### src/rtl/clock_pkg.sv
// clock_pkg: shared time-field widths, FSM state and alert source encodings
package clock_pkg;
    localparam int HRS_W = 5;
    localparam int MIN_W = 6;
    localparam int SEC_W = 6;
    typedef enum logic {IDLE, ALERT} state_t;
    typedef enum logic [1:0] {SRC_NONE, SRC_ALARM, SRC_TIMER, SRC_CHIME} src_t;
endpackage

### src/rtl/alarm_table.sv
// alarm_table: alarm slot storage, write port, parallel time compare, lowest-index priority match
module alarm_table import clock_pkg::*; #(
    parameter int N_ALARMS = 4,
    parameter int IW = $clog2(N_ALARMS)
) (
    input  logic             clk_1Hz,
    input  logic             reset,
    input  logic             wr_en,
    input  logic [IW-1:0]    wr_idx,
    input  logic [HRS_W-1:0] wr_hrs,
    input  logic [MIN_W-1:0] wr_mins,
    input  logic             wr_arm,
    input  logic [HRS_W-1:0] cur_hrs,
    input  logic [MIN_W-1:0] cur_mins,
    input  logic [SEC_W-1:0] cur_secs,
    output logic             match
);
    logic [HRS_W-1:0]    hrs_q  [N_ALARMS];
    logic [HRS_W-1:0]    hrs_d  [N_ALARMS];
    logic [MIN_W-1:0]    mins_q [N_ALARMS];
    logic [MIN_W-1:0]    mins_d [N_ALARMS];
    logic [N_ALARMS-1:0] arm_q, arm_d, hit;
    logic [IW-1:0]       idx;

    // only the addressed slot changes; the compare below still sees the old contents this cycle
    always_comb begin
        hrs_d  = hrs_q;
        mins_d = mins_q;
        arm_d  = arm_q;
        if (wr_en) begin
            hrs_d[wr_idx]  = wr_hrs;
            mins_d[wr_idx] = wr_mins;
            arm_d[wr_idx]  = wr_arm;
        end
    end

    // compare all armed slots at the top of the minute and pick the lowest-index hit
    always_comb begin
        hit = '0;
        idx = '0;
        for (int i = 0; i < N_ALARMS; i++)
            hit[i] = arm_q[i] && hrs_q[i] == cur_hrs && mins_q[i] == cur_mins && cur_secs == '0;
        for (int i = N_ALARMS - 1; i >= 0; i--)
            if (hit[i]) idx = IW'(i);
        match = hit[idx];
    end

    // slot registers; reset leaves every slot disarmed at 00:00
    always_ff @(posedge clk_1Hz or posedge reset) begin
        if (reset) begin
            hrs_q  <= '{default: '0};
            mins_q <= '{default: '0};
            arm_q  <= '0;
        end else begin
            hrs_q  <= hrs_d;
            mins_q <= mins_d;
            arm_q  <= arm_d;
        end
    end
endmodule

### src/rtl/alert_scheduler.sv
// alert_scheduler: arbitrates the alert LED between alarm slots, timer expiry and hourly chime (HOURLY_CHIME_EN)
module alert_scheduler import clock_pkg::*; #(
    parameter int N_ALARMS    = 4,
    parameter int ALERT_SECS  = 10,
    parameter int SNOOZE_SECS = 300,
    parameter int CHIME_SECS  = 2,
    parameter int IW          = $clog2(N_ALARMS)
) (
    input  logic             clk_1Hz,
    input  logic             reset,
    input  logic [HRS_W-1:0] cur_hrs,
    input  logic [MIN_W-1:0] cur_mins,
    input  logic [SEC_W-1:0] cur_secs,
    input  logic             alm_wr_en,
    input  logic [IW-1:0]    alm_wr_idx,
    input  logic [HRS_W-1:0] alm_wr_hrs,
    input  logic [MIN_W-1:0] alm_wr_mins,
    input  logic             alm_wr_arm,
    input  logic             timer_done,
    input  logic             ack,
    input  logic             snooze,
    output logic             led,
    output logic             alert_active,
    output logic [1:0]       alert_src,
    output logic             snooze_pend
);
    localparam int DUR_MAX = ALERT_SECS > CHIME_SECS ? ALERT_SECS : CHIME_SECS;
    localparam int DW = $clog2(DUR_MAX + 1);
    localparam int SW = $clog2(SNOOZE_SECS + 1);

    state_t        state_q, state_d;
    src_t          src_q, src_d;
    logic          led_q, led_d;
    logic [DW-1:0] dur_q, dur_d;
    logic [3:1]    pend_q, pend_d, req, busy;
    logic          snz_pend_q, snz_pend_d, snz_fire;
    logic [SW-1:0] snz_cnt_q, snz_cnt_d;
    logic          alm_match, chime_req;

    alarm_table #(.N_ALARMS(N_ALARMS), .IW(IW)) u_table (
        .clk_1Hz (clk_1Hz),
        .reset   (reset),
        .wr_en   (alm_wr_en),
        .wr_idx  (alm_wr_idx),
        .wr_hrs  (alm_wr_hrs),
        .wr_mins (alm_wr_mins),
        .wr_arm  (alm_wr_arm),
        .cur_hrs (cur_hrs),
        .cur_mins(cur_mins),
        .cur_secs(cur_secs),
        .match   (alm_match)
    );

`ifdef HOURLY_CHIME_EN
    assign chime_req = cur_mins == '0 && cur_secs == '0;
`else
    assign chime_req = 1'b0;
`endif

    assign snz_fire = snz_pend_q && snz_cnt_q == SW'(1);
    assign req      = {chime_req, timer_done, alm_match || snz_fire};
    assign busy     = state_q == ALERT ? {src_q == SRC_CHIME, src_q == SRC_TIMER, src_q == SRC_ALARM} : 3'b000;

    // latch requests, serve the best pending one from IDLE, sequence alert exit and snooze
    always_comb begin
        state_d    = state_q;
        src_d      = src_q;
        led_d      = led_q;
        dur_d      = dur_q;
        pend_d     = pend_q | (req & ~busy);
        snz_pend_d = snz_pend_q && !snz_fire;
        snz_cnt_d  = snz_cnt_q == '0 ? '0 : snz_cnt_q - SW'(1);
        if (state_q == IDLE) begin
            if (|pend_d) begin
                state_d = ALERT;
                led_d   = 1'b1;
                src_d   = pend_d[1] ? SRC_ALARM : pend_d[2] ? SRC_TIMER : SRC_CHIME;
                dur_d   = (pend_d[1] || pend_d[2]) ? DW'(ALERT_SECS - 1) : DW'(CHIME_SECS - 1);
                pend_d  = pend_d & ~(pend_d[1] ? 3'b001 : pend_d[2] ? 3'b010 : 3'b100);
            end
        end else if (ack || dur_q == '0 || (snooze && src_q == SRC_ALARM)) begin
            state_d = IDLE;
            src_d   = SRC_NONE;
            led_d   = 1'b0;
            dur_d   = '0;
            if (!ack && snooze && src_q == SRC_ALARM) begin
                snz_pend_d = 1'b1;
                snz_cnt_d  = SW'(SNOOZE_SECS);
            end
        end else begin
            dur_d = dur_q - DW'(1);
            led_d = src_q == SRC_CHIME || !led_q;
        end
        if (ack && (state_q == IDLE || src_q == SRC_ALARM)) begin
            snz_pend_d = 1'b0;
            snz_cnt_d  = '0;
        end
    end

    // all scheduler state and registered outputs; reset drops everything immediately
    always_ff @(posedge clk_1Hz or posedge reset) begin
        if (reset) begin
            state_q    <= IDLE;
            src_q      <= SRC_NONE;
            led_q      <= 1'b0;
            dur_q      <= '0;
            pend_q     <= '0;
            snz_pend_q <= 1'b0;
            snz_cnt_q  <= '0;
        end else begin
            state_q    <= state_d;
            src_q      <= src_d;
            led_q      <= led_d;
            dur_q      <= dur_d;
            pend_q     <= pend_d;
            snz_pend_q <= snz_pend_d;
            snz_cnt_q  <= snz_cnt_d;
        end
    end

    assign led          = led_q;
    assign alert_active = state_q == ALERT;
    assign alert_src    = src_q;
    assign snooze_pend  = snz_pend_q;
endmodule

### config.mk
export PLATFORM = sky130hd
export DESIGN_NAME = alert_scheduler
export DESIGN_NICKNAME = d
export VERILOG_FILES = /design/src/rtl/clock_pkg.sv /design/src/rtl/alarm_table.sv /design/src/rtl/alert_scheduler.sv
export SDC_FILE = /design/constraint.sdc
export NUM_CORES = 1
export LEC_CHECK = 0
export ABC_AREA = 1
export BUFFER_PORTS_ARGS = -buffer_cell sky130_fd_sc_hd__buf_2
export CAP_MARGIN = 20
export CELL_PAD_IN_SITES_DETAIL_PLACEMENT = 2
export CELL_PAD_IN_SITES_GLOBAL_PLACEMENT = 2
export CORE_UTILIZATION = 31
export CTS_BUF_LIST = sky130_fd_sc_hd__clkbuf_8
export CTS_CLUSTER_SIZE = 24
export DETAILED_ROUTE_END_ITERATION = 10
export PLACE_DENSITY_LB_ADDON = 0.05
export RECOVER_POWER = 50
export SETUP_SLACK_MARGIN = 0.2
export SLEW_MARGIN = 5
export SYNTH_ARGS = -nofsm -noshare
export SYNTH_HDL_FRONTEND = slang
export SYNTH_SLANG_ARGS = --single-unit
### constraint.sdc
create_clock -name clk_1Hz -period 2.3 [get_ports clk_1Hz]
set_input_delay 0.46 -clock clk_1Hz [delete_from_list [all_inputs] [get_ports clk_1Hz]]
set_output_delay 0.46 -clock clk_1Hz [all_outputs]
set_load 0.01 [all_outputs]
==> results_dict.tcl <==
set metrics [dict create \
    stdcell_count 711 \
    track_usage_pct 19.53 \
    ys_types 27 \
    detail_route.wl_per_cell_um 15.26 \
    route.vias.total 3369 \
    outcome "complete, but fails checks" \
    setup_tns_ns 0 \
    grt_overflow 0 \
    synthesis.area_um2 3672 \
    synth_area_leaders "dfrtp_1, nand2_1, inv_1, o21ai_0, nor2_1" \
    dieArea_um2 12290 \
    fin_skew_ns 0.008997 \
    cts_buffers 9 \
    ios 42 \
    routed_wl_um 10850 \
    synth_compound_area_share_pct 10.73 \
    synth-seq-cells 69 \
    cp-start-kind "flip-flop" \
    p_leak_nw 2.306 \
    placed_cells 697 \
    setup_viol 0 \
    synth-adder-area-share_pct 1.363 \
    synth_top_area_cell "dfrtp_1" \
    cts_setup_buffers 0 \
    gp_congestion 0.7389 \
    synth-simple-area-share_pct 28.82 \
    timing.setup.critical_path_class "flip-flop to flip-flop" \
    setup.worst_path.start "alert_active" \
    grt_pass1_wl_um 18700 \
    initial_core_util_pct 32.02 \
    areaGrowthSynthToFinish_pct 15.13 \
    core_um2 11470 \
    mostFrequentLayoutCells "nand2_1, inv_1, dfrtp_1, o21ai_0, nor2_1" \
    fin_nets 606 \
    synthCells 517 \
    worstMarginPinSlew_ns 1.641 \
    port_buffers 41 \
    diodes 0 \
    clkLatencyLatePin_ns 0.36 \
    clk_pin_slew_ns 0.07 \
    synth_xor_area_share_pct 2.147 \
    fp-row-count 39 \
    yosys_warnings 0 \
    holdCritPathClass "primary input to flip-flop" \
    antenna_found_initial 0 \
    yosysSeqAreaShare_pct 47.02 \
    arrival_ns 1.99 \
    crit_end "snz_cnt_q[7]" \
    rsz0062_at_grt "false" \
    slew_violations 70 \
    timing.rr.start "alert_active" \
    cp.required_ns 2.54 \
    cts_tree "built" \
    critPathMaxFanout 11 \
    via_per_inst 4.738 \
    drt_iter0_drc 86 \
    ctsHoldBuffers 0 \
    layout_commonest_cell "nand2_1" \
    yosys.area.top_type_share_pct 47.02 \
    fin_crit_sh_pct 75.97 \
    dpl.hpwl_um 8100 \
    die_w_um 110.8 \
    synthMuxAreaShare_pct 0 \
    drive_gt1_share_pct 11.80 \
    r2r-end "snz_cnt_q[7]" \
    timing.final.crit_period_ns 1.747 \
    drtPass1Iterations 4 \
    die_y_um 110.8 \
    endpoint_kind "flip-flop" \
    synth_top_family_by_area "simple AND/OR/NAND/NOR gates" \
    cap_violations 1 \
    fmax_mhz 572.3 \
    peakVddDrop_v 0.0004080 \
    synth_area_per_cell_um2 7.103 \
    hold_viol_final 0 \
    syn_nets 558 \
    drc 0 \
    ant_nets 0 \
    grt_max_degree 70 \
    grt_pass1_vias 3910 \
    htreeDepth 3 \
    ff2ff_path_depth 9 \
    clockRootBuffer "clkbuf_8" \
    powerDensity_nw_per_um2 931.5 \
    clkSinkCount 69 \
    cts_resized 0 \
    clock_path_buffers 2 \
    violations "max-capacitance violations, max-slew violations" \
    max-slew-margin-rel_pct -9.391 \
    rrSetupSlack_ns 0.55 \
]
## worst min path at each step
stage | start | to | slack [ns] | cells after the start
after floorplan | snz_cnt_q[0] | snz_cnt_q[0] | 0.43 | 1
after global placement | snz_cnt_q[0] | snz_cnt_q[0] | 0.46 | 1
after detailed placement | snz_cnt_q[0] | snz_cnt_q[0] | 0.47 | 1
after CTS | reset | snz_cnt_q[7] | 0.21 | 3
after global routing | alm_wr_mins[1] | u_table.mins_q[7] | 0.43 | 3
final | alm_wr_hrs[2] | u_table.hrs_q[7] | 0.41 | 3
## metal layers
layer | up-vias | track usage, % | part of all wire [%]
li1 | 1667 | - | -
met1 | 1663 | 21.69 | 44
met2 | 28 | 37.14 | 53
met3 | 11 | 2.898 | 2.1
met4 | 0 | 7.378 | 1.4
met5 | - | 0 | 0
## layout make-up
class                           instances  area (µm²)
Fill cell                            1382        7239
Sequential cell                        69        1727
Multi-Input combinational cell        353        1582
Inverter                               86       326.6
Timing Repair Buffer                   46       234.0
Tap cell                              143       178.9
Clock buffer                           10       137.6
Clock inverter                          4       42.54
## critical path: stages, from the launching register on
cell,delay (ns)
dfrtp_1,0.49
inv_1,0.23
nor2_1,0.15
inv_1,0.09
nor3_1,0.23
nor3_1,0.09
inv_1,0.16
a21oi_1,0.06
o21ai_0,0.08
inv_1,0.05
## flip-flops by register name, indices dropped and copies added, names as in the netlist
| signal | cells |
|---|---|
| alert_active | 1 |
| alert_src | 2 |
| dur_q | 4 |
| led | 1 |
| pend_q | 3 |
| snooze_pend | 1 |
| snz_cnt_q | 9 |
| u_table.arm_q | 4 |
| u_table.hrs_q | 20 |
| u_table.mins_q | 24 |
## cell families (layout without fill, tap and decap cells)
kind of cell    count (synthesis)  count (layout)
flops                          69              69
buf+inv                        95             146
compound gates                 76              76
fa+ha+maj                       4               4
xor+xnor                        9               9
simple gates                  264             264
## Yosys cell counts
master / number
xor2_1: 4
o21bai_1: 2
nand3b_1: 2
nor2_1: 51
a221oi_1: 1
inv_2: 7
nand3_4: 1
o211ai_1: 1
nor3_1: 3
dfrtp_1: 69
nand2_4: 1
nand2_2: 1
xnor2_1: 5
o21ai_1: 7
nand3_1: 14
nand2_1: 185
inv_1: 79
and2_1: 1
buf_6: 1
o21a_1: 1
clkbuf_1: 8
ha_1: 4
or2_2: 1
nand4_1: 3
a21oi_1: 9
nor4_1: 1
o21ai_0: 55
## through the flow
step,power [mW],hold slack [ns],utilization [%],instance area [µm²],setup WS (ns)
finish,3.938,0.4125,36.87,4228,0.5527
CTS,4.032,0.2093,37.05,4249,0.4981
floorplan,2.615,0.4322,-,3676,0.7685
detailed placement,3.033,0.4656,35.48,4069,0.1952
global placement,2.951,0.4601,35.48,4069,0.3033
global route,4.285,0.4261,36.87,4228,0.2904
## power breakdown
group,internal (mW),total [mW],switching [mW]
sequential,1.49,1.72,0.231
combinational,0.473,1.24,0.771
clock,0.509,0.973,0.464
Note: power is estimated with default switching activity, not from simulation.
